**config.mk**
```make
export PLATFORM = sky130hd
export DESIGN_NAME = dff_shift_bank
export DESIGN_NICKNAME = d
export VERILOG_FILES = /design/src/rtl/dff_shift_bank.sv
export SDC_FILE = /design/constraint.sdc
export NUM_CORES = 1
export LEC_CHECK = 0
export ABC_AREA = 1
export CAP_MARGIN = 20
export CORE_UTILIZATION = 41
export CTS_CLUSTER_DIAMETER = 120
export DETAILED_ROUTE_END_ITERATION = 7
export GPL_ROUTABILITY_DRIVEN = 0
export PLACE_DENSITY_LB_ADDON = 0.1
export REMOVE_ABC_BUFFERS = 1
export SLEW_MARGIN = 20
export SYNTH_ARGS = -nofsm -noshare
export SYNTH_HDL_FRONTEND = slang
export SYNTH_SLANG_ARGS = --single-unit
```
**constraint.sdc**
```tcl
create_clock -name clk -period 1.45 [get_ports clk]
set_input_delay 0.145 -clock clk [delete_from_list [all_inputs] [get_ports clk]]
set_output_delay 0.145 -clock clk [all_outputs]
set_load 0.02 [all_outputs]
```
**src/rtl/dff_shift_bank.sv**
```systemverilog
// WIDTH-bit register bank with q/qbar, clock enable, shift/rotate/load/clear/set
// modes and a saturating shift counter that flags a fully shifted word.
module dff_shift_bank #(
    parameter int unsigned         WIDTH     = 8,
    parameter logic [WIDTH-1:0]    RESET_VAL = '0,
    localparam int unsigned        CNT_W     = $clog2(WIDTH + 1)
) (
    input  logic               clk,
    input  logic               clear,
    input  logic               en,
    input  logic [2:0]         mode,
    input  logic [WIDTH-1:0]   d,
    input  logic               sin,
    output logic [WIDTH-1:0]   q,
    output logic [WIDTH-1:0]   qbar,
    output logic               sout,
    output logic [CNT_W-1:0]   shift_cnt,
    output logic               full_shift
);

    typedef enum logic [2:0] {
        M_HOLD = 3'b000,
        M_SHL  = 3'b001,
        M_SHR  = 3'b010,
        M_ROL  = 3'b011,
        M_ROR  = 3'b100,
        M_LOAD = 3'b101,
        M_CLR  = 3'b110,
        M_SET  = 3'b111
    } mode_e;

    localparam logic [CNT_W-1:0] CNT_MAX = CNT_W'(WIDTH);

    logic [WIDTH-1:0] q_q, q_d;
    logic [CNT_W-1:0] cnt_q, cnt_d;
    logic             full_q, full_d;
    logic [CNT_W-1:0] cnt_inc;

    // Saturating increment: a shift past a full word keeps the count at WIDTH
    assign cnt_inc = (cnt_q == CNT_MAX) ? cnt_q : cnt_q + CNT_W'(1);

    always_comb begin
        q_d   = q_q;
        cnt_d = cnt_q;
        if (en) begin
            case (mode_e'(mode))
                M_HOLD: begin
                    q_d   = q_q;
                    cnt_d = cnt_q;
                end
                M_SHL: begin
                    q_d   = {q_q[WIDTH-2:0], sin};
                    cnt_d = cnt_inc;
                end
                M_SHR: begin
                    q_d   = {sin, q_q[WIDTH-1:1]};
                    cnt_d = cnt_inc;
                end
                M_ROL: begin
                    q_d   = {q_q[WIDTH-2:0], q_q[WIDTH-1]};
                    cnt_d = cnt_inc;
                end
                M_ROR: begin
                    q_d   = {q_q[0], q_q[WIDTH-1:1]};
                    cnt_d = cnt_inc;
                end
                M_LOAD: begin
                    q_d   = d;
                    cnt_d = '0;
                end
                M_CLR: begin
                    q_d   = RESET_VAL;
                    cnt_d = '0;
                end
                M_SET: begin
                    q_d   = {WIDTH{1'b1}};
                    cnt_d = '0;
                end
                default: begin
                    q_d   = q_q;
                    cnt_d = cnt_q;
                end
            endcase
        end
        full_d = (cnt_d == CNT_MAX);
    end

    always_ff @(posedge clk or negedge clear) begin
        if (!clear) begin
            q_q    <= RESET_VAL;
            cnt_q  <= '0;
            full_q <= 1'b0;
        end else begin
            q_q    <= q_d;
            cnt_q  <= cnt_d;
            full_q <= full_d;
        end
    end

    // qbar shares the q register so the pair can never disagree
    assign q          = q_q;
    assign qbar       = ~q_q;
    assign shift_cnt  = cnt_q;
    assign full_shift = full_q;
    assign sout       = (mode == M_SHL || mode == M_ROL) ? q_q[WIDTH-1] : q_q[0];

    mode_known_a: assert property (@(posedge clk) disable iff (!clear) en |-> !$isunknown(mode));

endmodule
```
; ---- After elaboration in Yosys (flattened, before gate mapping)
; Cells that the tools add are included.
[op_classes]
n_addsub = 1
eq_ne = 9
mux = 5
n_bitwise = 2
reduce_logical = 5
[ops]
columns = cell, n
row1 = 8-bit one-hot mux with 7 select lines, 1
row2 = 3-bit == test (second input constant), 4
row3 = 4-bit one-hot mux with 3 select lines, 1
row4 = 4-bit == test (second input constant), 2
row5 = 4-bit two-way mux, 2
row6 = 8-bit NOT, 1
row7 = 3-bit by 2-bit == test with 1-bit output (second input constant), 2
row8 = 4-bit by 1-bit adder with 4-bit output (second input constant), 1
row9 = 4-bit OR reduction, 1
row10 = 3-bit by 1-bit == test with 1-bit output (second input constant), 1
row11 = 3-bit zero test, 1
row12 = 3-bit OR reduction, 1
row13 = 2-bit AND reduction, 1
row14 = 1-bit logical OR, 1
row15 = 1-bit two-way mux, 1
row16 = 1-bit NOT, 1
[word_totals]
regBits = 13
input_bits = 15
wordCells = 25

; ---- Depth between registers and ports, before layout
; Gate-level depths: netlist of the first run.
[depth]
word_depth = 5
mapped_depth = 9

; ---- Worst setup path after synthesis of the first run
; No wires, ideal clock.
[synth_path]
kind = register to register
from = register cnt_q[0] (netlist: shift_cnt[0])
to = register full_q (netlist: full_shift)
setup_ns = 0.114
arrival_time_ns = 1.232
required_ns = 1.336
path_slack_ns = 0.104
path_stages_with_launch = 10
n_path_buf = 0
synth_period_minus_slack_ns = 1.346
cell_sequence = dfrtp_1 inv_1 ha_1 nand3_1 and2_1 nand2_1 nand2_1 nand2_1 nand2_1 nor2_1
[synth_between]
elab_chain_cells = 5
[synth_rtl]
columns = item, line
row1 = start: declaration, 35  ; logic [CNT_W-1:0] cnt_q, cnt_d;
row2 = start signal: assignment, 95  ; cnt_q <= cnt_d;
row3 = 4-bit by 1-bit adder with 4-bit output / 4-bit == test (equally long branches), 40  ; assign cnt_inc = (cnt_q == CNT_MAX) ? cnt_q : cnt_q + CNT_W'(1);
row4 = 4-bit two-way mux, 40
row5 = 4-bit one-hot mux with 3 select lines, 46  ; case (mode_e'(mode))
row6 = 4-bit two-way mux *, 45  ; if (en) begin
row7 = 4-bit == test *, 85  ; full_d = (cnt_d == CNT_MAX);
row8 = named net full_d, 36  ; logic full_q, full_d;
row9 = end signal: assignment, 96  ; full_q <= full_d;
row10 = end: declaration, 36
; Mark *: on every way through the listed nets, which the timed path passes. The rest lies on a longest branch.
; A chain may end at the register's enable or synchronous reset.

; ---- Worst setup path in the final report of the first run
; Ends and elaborated chain as after synthesis.

==> flow_metrics.env, run 1 <==
export IMPL_grt_pass1_wl_um=3710
export IMPL_ant_nets=0
export IMPL_synth_xor_area_share=0
export IMPL_synth_commonest_cells="nand2_1, inv_1, dfrtp_1"
export IMPL_layout_drive_gt1_share=0.164
export IMPL_critPathRequiredTime_ns=1.66
export IMPL_cp_arrival_ns=1.62
export IMPL_rows=15
export IMPL_finClkSkew_ns=0.00347
export IMPL_die_y_um=46.9
export IMPL_peakVddDrop_mv=0.529
export IMPL_placed_area_um2=1320
export IMPL_crit_path_end_kind="flip-flop"
export IMPL_worstMarginPinSlew_ns=0.258
export IMPL_yosys_warnings=0
export IMPL_grt_max_degree=15
export IMPL_cts_htree_levels=1
export IMPL_route_detailed_drc=0
export IMPL_seq_area_um2=328
export IMPL_path_class="flip-flop to flip-flop"
export IMPL_grt_pass1_vias=838
export IMPL_start_util=0.460
export IMPL_postSynthAreaPerCell_um2=7.02
export IMPL_relSlewSlack=0.826
export IMPL_synth_area_leader_cell="dfrtp_1"
export IMPL_ys_seq_elements=13
export IMPL_yosys_area_share_adder=0.0302
export IMPL_syn_inst=118
export IMPL_status="completed"
export IMPL_diodes=0
export IMPL_synth_edf_count=0
export IMPL_die_x_um=46.9
export IMPL_netlist_area_um2=828
export IMPL_fin_util=0.748
export IMPL_die_area_um2=2200
export IMPL_io_pins=37
export IMPL_path_clk_slew_ns=0.09
export IMPL_synthSimpleGateAreaFrac=0.282
export IMPL_crit_path_max_fanout=3
export IMPL_instances_no_fill=196
export IMPL_synth_cell_type_count=18
export IMPL_place_hpwl_um=1800
export IMPL_multi_input_area_um2=435
export IMPL_nFillCells=158
export IMPL_final_area_um2=1350
export IMPL_fin_crit_ns=1.41
export IMPL_portBuffers=36
export IMPL_p_leak_uw=0.000689
export IMPL_synth_top_area_share=0.393
export IMPL_root_buffer="clkbuf_4"
export IMPL_insertion_delay_ns=0.28
export IMPL_synthMuxAreaShare=0
export IMPL_synth_seq_area_share=0.393
export IMPL_vias=1058
export IMPL_final_nets=189
export IMPL_grt_usage=0.239
export IMPL_synth_top_family_by_area="simple AND/OR/NAND/NOR gates"
export IMPL_setup_viol=0
export IMPL_tns_ns=0
export IMPL_async_flop_share=1.00
export IMPL_grt_ovfl_total=0
export IMPL_synth_area_leaders="dfrtp_1, nand2_1, inv_1, o21ai_0, a21oi_1"
export IMPL_clockBufferDepth=2
export IMPL_grt_antenna_before_repair=0
export IMPL_finalHoldViolCount=0
export IMPL_ys_flop_type="dfrtp_1"
export IMPL_p_per_area_nw_per_um2=958
export IMPL_clock_sinks=13
export IMPL_cts_tree="done"
export IMPL_synth_most_common_cell="nand2_1"
export IMPL_hold_path_class="primary input to async pin"
export IMPL_cts_hold_buf=0
export IMPL_core_area_um2=1800
export IMPL_drtIter0Drc=44
export IMPL_cap_violations=0
export IMPL_fmaxAchievable_ghz=0.710
export IMPL_synth_compound_area_frac=0.195
export IMPL_crit_path_start_kind="flip-flop"
export IMPL_drtPass1Iterations=6
export IMPL_dp_cells=190
export IMPL_wire_per_inst_um=13.4
export IMPL_drv_slew=0
export IMPL_wirelength_um=2630
export IMPL_avgViaCountPerCell=5.40
export IMPL_cts_inserted_buffers=3
export IMPL_post_route_period_util=0.971
export IMPL_areaGrowthSynthToFinish_pct=62.7
[per-layer routing]
layer / vias to the layer above / global-route usage / part of all wire
met5: - / 0 / 0
met1: 470 / 0.314 / 0.39
met2: 82 / 0.403 / 0.49
li1: 500 / - / -
met3: 6 / 0.0423 / 0.10
met4: 0 / 0.0629 / 0.011
[cell families after synthesis]
kind of cell,Yosys count
AOI/OAI and AO/OA,28
buffers and inverters,20
DFF,13
adders and majority gates,2
and+or+nand+nor,55
[metrics by stage]
stage               hold WS (ns)  total power (µW)  setup WS (ns)
finish                     0.162              1290         0.0420
global route               0.179              1360        -0.0735
CTS                        0.176              1250         0.0567
detailed placement         0.478              1090         -0.234
global placement           0.472              1080         -0.177
floorplan                 -0.151               759         0.0995
[layout make-up]
class / count / area share
Timing Repair Buffer: 51 / 0.341
Multi-Input combinational cell: 85 / 0.323
Sequential cell: 13 / 0.243
Inverter: 18 / 0.0501
Tap cell: 25 / 0.0232
Clock buffer: 4 / 0.0195
[critical path: stages (launching register included)]
cell     delay [ns]
dfrtp_2        0.42
inv_1          0.09
ha_1           0.18
nand3_2        0.11
and2_1         0.17
nand2_1        0.07
nand2_1        0.07
nand2_2        0.08
nand2_1        0.05
nor2_1         0.10
[cell usage in the layout, fill, tap and decap left out]
cell | Yosys | final
a21boi_2 | 1 | 1
a21oi_1 | 9 | 9
a31oi_1 | 6 | 6
and2_1 | 1 | 1
buf_12 | 0 | 1
buf_4 | 0 | 14
clkbuf_1 | 1 | 1
clkbuf_4 | 0 | 3
clkdlybuf4s50_1 | 0 | 15
dfrtp_1 | 13 | 11
dfrtp_2 | 0 | 2
dlygate4sd2_1 | 0 | 21
ha_1 | 2 | 2
inv_1 | 17 | 17
inv_2 | 1 | 1
nand2_1 | 30 | 27
nand2_2 | 1 | 4
nand3_1 | 8 | 7
nand3_2 | 0 | 1
nand4_1 | 5 | 5
nor2_1 | 10 | 9
nor2_2 | 0 | 1
o211a_1 | 1 | 1
o211ai_1 | 1 | 1
o21ai_0 | 10 | 10
[state kept, by name, summed over array words and instances (netlist names)]
signal / flops
full_shift: 1
q: 8
shift_cnt: 4
[where the power goes]
group	internal, µW	switching, µW
Sequential	418	64.2
Combinational	240	329
Clock	107	133
[final timing paths]
path                              start            to  slack, ns  cells past startpoint
setup / recovery           shift_cnt[0]    full_shift       0.04                      9
hold / removal                    clear          q[0]       0.16                      2
setup reg to reg           shift_cnt[0]    full_shift       0.04                      9
hold reg to reg                    q[2]          q[1]       0.60                      2
max in group asynchronous         clear  shift_cnt[0]       1.11                      2
min in group clk                   d[4]          q[4]       0.50                      3
[what timing repair did]
action | 4_1_cts | 5_1_grt
cloned | 0 | 0
setup endpoints to repair | 22 | 3
gates resized for setup | 22 | 6
pin swaps | 0 | 1
setup buffers | 0 | 2
No activity file was read; power rests on OpenSTA's default activity.
==> inputs of run 2 (changes only) <==
--- a/config.mk
+++ b/config.mk
@@ -6,6 +6,7 @@
 export NUM_CORES = 1
 export LEC_CHECK = 0
 export ABC_AREA = 1
+export ABC_CLOCK_PERIOD_IN_PS = 1450
 export CAP_MARGIN = 20
 export CORE_UTILIZATION = 41
 export CTS_CLUSTER_DIAMETER = 120
==> results of run 2 <==
No change in the layout: final DEF, timing and power equal those of run 1.
==> RTL change 1 (config.mk and constraints of run 2) <==
Change the parameter `WIDTH` from 8 to 16.
--- a/src/rtl/dff_shift_bank.sv
+++ b/src/rtl/dff_shift_bank.sv
@@ -1,7 +1,7 @@
 // WIDTH-bit register bank with q/qbar, clock enable, shift/rotate/load/clear/set
 // modes and a saturating shift counter that flags a fully shifted word.
 module dff_shift_bank #(
-    parameter int unsigned         WIDTH     = 8,
+    parameter int unsigned         WIDTH     = 16,
     parameter logic [WIDTH-1:0]    RESET_VAL = '0,
     localparam int unsigned        CNT_W     = $clog2(WIDTH + 1)
 ) (
Ports: changed (resized d, q, qbar and shift_cnt); port bits go from 37 to 62. No check against the original RTL was run, so the function may have changed too.
==> RTL change 1 against run 2 <==
- die area grew 66%
- cell area rose by 63%
- critical endpoint unchanged
- non-clock buffer count grew 29
- synthesized area is 69% higher
- routed wire length up 54%
- power rose by 67%
- utilization down 5.1 points
- setup slack worse by 9.0 ps
- largest cell class unchanged
- sequential cell count rose by 9
- sequential power up 66%
==> RTL change 1: results (changes against run 2) <==
\begin{tabular}{lr}
\hline
Metric & Value \\
\hline
\multicolumn{2}{l}{\textbf{Status}} \\
\quad Outcome & complete, no violations (unchanged) \\
\multicolumn{2}{l}{\textbf{Final layout}} \\
\quad Number of flip-flops under the largest register name & 16 (was 8) \\
\quad Multi-input combinational gate total & 132 (was 85) \\
\quad Area Growth Syn to Fin & 56.6\% (was 62.7\%) \\
\quad Ratio of cells with drive above 1 in the final layout & 17.9\% (was 16.4\%) \\
\quad Finished Layout Cells & 312 (was 196) \\
\quad Layout clock area frac & 1.03\% (was 1.95\%) \\
\multicolumn{2}{l}{\textbf{Logic synthesis}} \\
\quad Cells after synthesis & 193 (was 118) \\
\quad Compound-Gate Fraction of Synth Area & 23.3\% (was 19.5\%) \\
\quad Leading cell types by count after synthesis & 25 x inv\_1, 24 x o21ai\_0, 23 x nand2\_1, 23 x o21ai\_1, 22 x dfrtp\_1 (was 30 x nand2\_1, 17 x inv\_1, 13 x dfrtp\_1, 10 x nor2\_1, 10 x o21ai\_0) \\
\quad Dominant cells by area after synthesis & dfrtp\_1 39\%, o21ai\_0 8.6\%, o21ai\_1 8.2\%, inv\_1 6.7\%, nand2\_1 6.2\% (was dfrtp\_1 39\%, nand2\_1 14\%, inv\_1 7.7\%, o21ai\_0 6.0\%, a21oi\_1 5.4\%) \\
\quad Synth Area in Adders & 1.78\% (was 3.02\%) \\
\quad Number of flip-flops and latches in the synthesized netlist & 22 (was 13) \\
\multicolumn{2}{l}{\textbf{Drt}} \\
\quad Via count & 1,550 (was 1,058) \\
\quad Number of search-and-repair iterations in the first detailed-routing pass & 4 (was 6) \\
\quad M1 wire length & 1.95 mm (was 1.02 mm) \\
\quad Post-detailed-routing wire length & 4.04 mm (was 2.63 mm) \\
\multicolumn{2}{l}{\textbf{Timing}} \\
\quad Headroom to the max-slew limit & 80.9\% (was 82.6\%) \\
\quad Clk\_skew & 2.44 ps (was 3.47 ps) \\
\multicolumn{2}{l}{\textbf{GRT}} \\
\quad Via count of the first global-routing pass & 1,367 (was 838) \\
\quad Largest net degree at the start of global routing & 23 (was 15) \\
\quad Gr usage total & 23.1\% (was 23.9\%) \\
\quad Met2 Track Usage GR & 36.6\% (was 40.3\%) \\
\multicolumn{2}{l}{\textbf{Floorplanning}} \\
\quad Width of the die & 60.5 microns (was 46.9 microns) \\
\multicolumn{2}{l}{\textbf{Clocking}} \\
\quad Clock network latency to the later pin of the worst-skew pair & 310 ps (was 280 ps) \\
\quad Resized Gates After CTS & 30 (was 22) \\
\multicolumn{2}{l}{\textbf{Setup path}} \\
\quad Largest fanout on the critical path & 5 (was 3) \\
\multicolumn{2}{l}{\textbf{Power and ir drop}} \\
\quad Leakage power total & 1.15 nW (was 0.689 nW) \\
\quad Peak supply drop & 0.479 mV (was 0.529 mV) \\
\quad Overall power of the completed layout & 0.00216 W (was 0.00129 W) \\
\multicolumn{2}{l}{\textbf{Place}} \\
\quad I/O Buffers & 61 (was 36) \\
\quad Area of placed instances & 2130 sq um (was 1320 sq um) \\
\hline
\end{tabular}
[RTL change 1: cell types whose count changed after synthesis, moves of 4 or more]
cell / before / now
inv_1: 17 / 25
dfrtp_1: 13 / 22
o21ai_1: 0 / 23
nand2_1: 30 / 23
inv_2: 1 / 5
o21ai_0: 10 / 24
nor2_1: 10 / 19
a21oi_1: 9 / 14
nand3_1: 8 / 12
a31oi_1: 6 / 0
[RTL change 1: critical path, cell delays in order (launching register included)]
cell and delay [ps]:
dfrtp_1 450, ha_2 230, nand2_2 70, nor2_2 120
nand3_1 80, nand2_1 80, inv_2 40, nor2_4 100
nand3_2 70, nor2_2 110
[RTL change 1: worst paths after layout]
path	to	slack (ps)	depth (start not counted)
worst min register to register	q[14]	580	2
max in group asynchronous	shift_cnt[4]	1060	2
worst max register to register	full_shift	30	9
worst max-delay path	full_shift	30	9
min in group clk	q[2]	560	5
worst min-delay path	q[6]	160	2
==> RTL change 2 (settings of run 2) <==
Without the edit above. Add an input register stage for `mode`, cleared by the reset; this delays it by one clock. The other inputs are not delayed to match.
--- a/src/rtl/dff_shift_bank.sv
+++ b/src/rtl/dff_shift_bank.sv
@@ -31,6 +31,16 @@
 
     localparam logic [CNT_W-1:0] CNT_MAX = CNT_W'(WIDTH);
 
+    logic [2:0] mode_q;
+
+    always_ff @(posedge clk or negedge clear) begin
+        if (!clear) begin
+            mode_q <= '0;
+        end else begin
+            mode_q <= mode;
+        end
+    end
+
     logic [WIDTH-1:0] q_q, q_d;
     logic [CNT_W-1:0] cnt_q, cnt_d;
     logic             full_q, full_d;
@@ -43,7 +53,7 @@
         q_d   = q_q;
         cnt_d = cnt_q;
         if (en) begin
-            case (mode_e'(mode))
+            case (mode_e'(mode_q))
                 M_HOLD: begin
                     q_d   = q_q;
                     cnt_d = cnt_q;
@@ -102,8 +112,8 @@
     assign qbar       = ~q_q;
     assign shift_cnt  = cnt_q;
     assign full_shift = full_q;
-    assign sout       = (mode == M_SHL || mode == M_ROL) ? q_q[WIDTH-1] : q_q[0];
+    assign sout       = (mode_q == M_SHL || mode_q == M_ROL) ? q_q[WIDTH-1] : q_q[0];
 
-    mode_known_a: assert property (@(posedge clk) disable iff (!clear) en |-> !$isunknown(mode));
+    mode_known_a: assert property (@(posedge clk) disable iff (!clear) en |-> !$isunknown(mode_q));
 
 endmodule
Formal check against the unedited RTL: not equivalent (a bounded check fails within 4 cycles, from zero or initial values).
==> RTL change 2 against run 2 <==
- sequential cell count increased by 3
- clock skew barely moved
- routed wire length fell by 15%
- combinational power grew 2%
- cell area is 5.9% higher
- power increased by 14%
- fmax rose by 3.7%
- setup slack better by 50 ps
- synthesized area increased by 14%
- hold slack gained 6.5 ps
- critical path type is now reg2out
- critical endpoint is now full_shift
==> RTL change 2: results (changes against run 2) <==
\begin{tabular}{lr}
\hline
Metric & Value \\
\hline
\multicolumn{2}{l}{\textbf{Drt}} \\
\quad M1 wire length & 997 microns (was 1.02 mm) \\
\quad Routed WL per cell & 11.2 microns (was 13.4 microns) \\
\quad Met3 wirelength from detailed routing & 145 microns (was 272 microns) \\
\quad Drt initial violations & 34 (was 44) \\
\quad Met2 WL post-DR & 1.06 mm (was 1.30 mm) \\
\multicolumn{2}{l}{\textbf{Setup path}} \\
\quad Number of cells on the worst reg-to-reg path & 8 (was 9) \\
\quad Master of the slowest instance on the critical path & clkdlybuf4s50\_1 (was dfrtp\_2) \\
\quad Largest fanout on the critical path & 1 (was 3) \\
\quad Data arrival, critical path & 1210 ps (was 1620 ps) \\
\multicolumn{2}{l}{\textbf{Final layout}} \\
\quad Fraction of cell area in non-clock buffers & 30.8\% (was 34.1\%) \\
\quad Multi-input combinational area share & 30.9\% (was 32.3\%) \\
\quad Count of inverters other than clock inverters in the layout & 20 (was 18) \\
\quad Nets@finish & 190 (was 189) \\
\quad Multi-input combinational gate total & 84 (was 85) \\
\quad Share of cell area taken by flip-flops and latches & 28.1\% (was 24.3\%) \\
\quad Ratio of cells with drive above 1 in the final layout & 16.9\% (was 16.4\%) \\
\quad Non-clock buffers & 48 (was 51) \\
\quad Final core occ & 65.2\% (was 74.8\%) \\
\quad Count of filler cells inserted in the layout & 199 (was 158) \\
\quad Layout clock area frac & 2.54\% (was 1.95\%) \\
\quad Area Growth Syn to Fin & 51.3\% (was 62.7\%) \\
\multicolumn{2}{l}{\textbf{Logic synthesis}} \\
\quad Sequential cell area fraction in the yosys report & 42.4\% (was 39.3\%) \\
\quad Average cell area after synthesis & 7.67 sq um (was 7.02 sq um) \\
\quad Compound-Gate Fraction of Synth Area & 17.8\% (was 19.5\%) \\
\quad Post-Synth XOR/XNOR Area & 0.928\% (was 0\%) \\
\multicolumn{2}{l}{\textbf{GRT}} \\
\quad First-pass GRT wire length & 3.75 mm (was 3.71 mm) \\
\quad Gr usage total & 19.7\% (was 23.9\%) \\
\quad Routing usage on met1 & 27.1\% (was 31.4\%) \\
\quad Global routing met3 resource utilization & 2.78\% (was 4.23\%) \\
\quad Via count of the first global-routing pass & 897 (was 838) \\
\multicolumn{2}{l}{\textbf{Timing}} \\
\quad Transition time at the pin with the least slew margin & 297 ps (was 258 ps) \\
\quad Clk\_skew & 3.08 ps (was 3.47 ps) \\
\quad Final worst setup slack & 91.9 ps (was 42.0 ps) \\
\multicolumn{2}{l}{\textbf{Place}} \\
\quad Placed cell count & 196 (was 190) \\
\multicolumn{2}{l}{\textbf{Status}} \\
\quad Outcome & complete, no violations (unchanged) \\
\multicolumn{2}{l}{\textbf{Power and ir drop}} \\
\quad Leakage power total & 0.714 nW (was 0.689 nW) \\
\hline
\end{tabular}
[RTL change 2: changes by cell type after synthesis, moves of 2 or more]
cell,before,now
o21ai_0,10,1
nand4_1,5,3
a21oi_1,9,16
nand3_1,8,10
dfrtp_1,13,16
inv_2,1,3
nand2_1,30,22
nor2_1,10,12
[RTL change 2: timing repair]
action / 4_1_cts / 5_1_grt
setup endpoints to repair: 21 / 6
resized for setup: 24 / 6
pin swaps: 0 / 1
[RTL change 2: path summary, 6_finish.rpt]
path / start / end / slack (ps)
setup reg to reg: mode_q[1] / q[6] / 120
hold / removal: clear / q[3] / 170
hold reg to reg: shift_cnt[3] / shift_cnt[3] / 600
max in group asynchronous: clear / shift_cnt[0] / 1080
min in group clk: mode[1] / mode_q[1] / 280
setup / recovery: full_shift / full_shift / 90
[RTL change 2: power by group]
| part | leakage, nW | internal [W] | switching [W] |
|---|---|---|---|
| clock network | 0.0210 | 0.000153 | 0.000149 |
| registers | 0.192 | 0.000511 | 0.0000801 |
| logic | 0.501 | 0.000253 | 0.000329 |
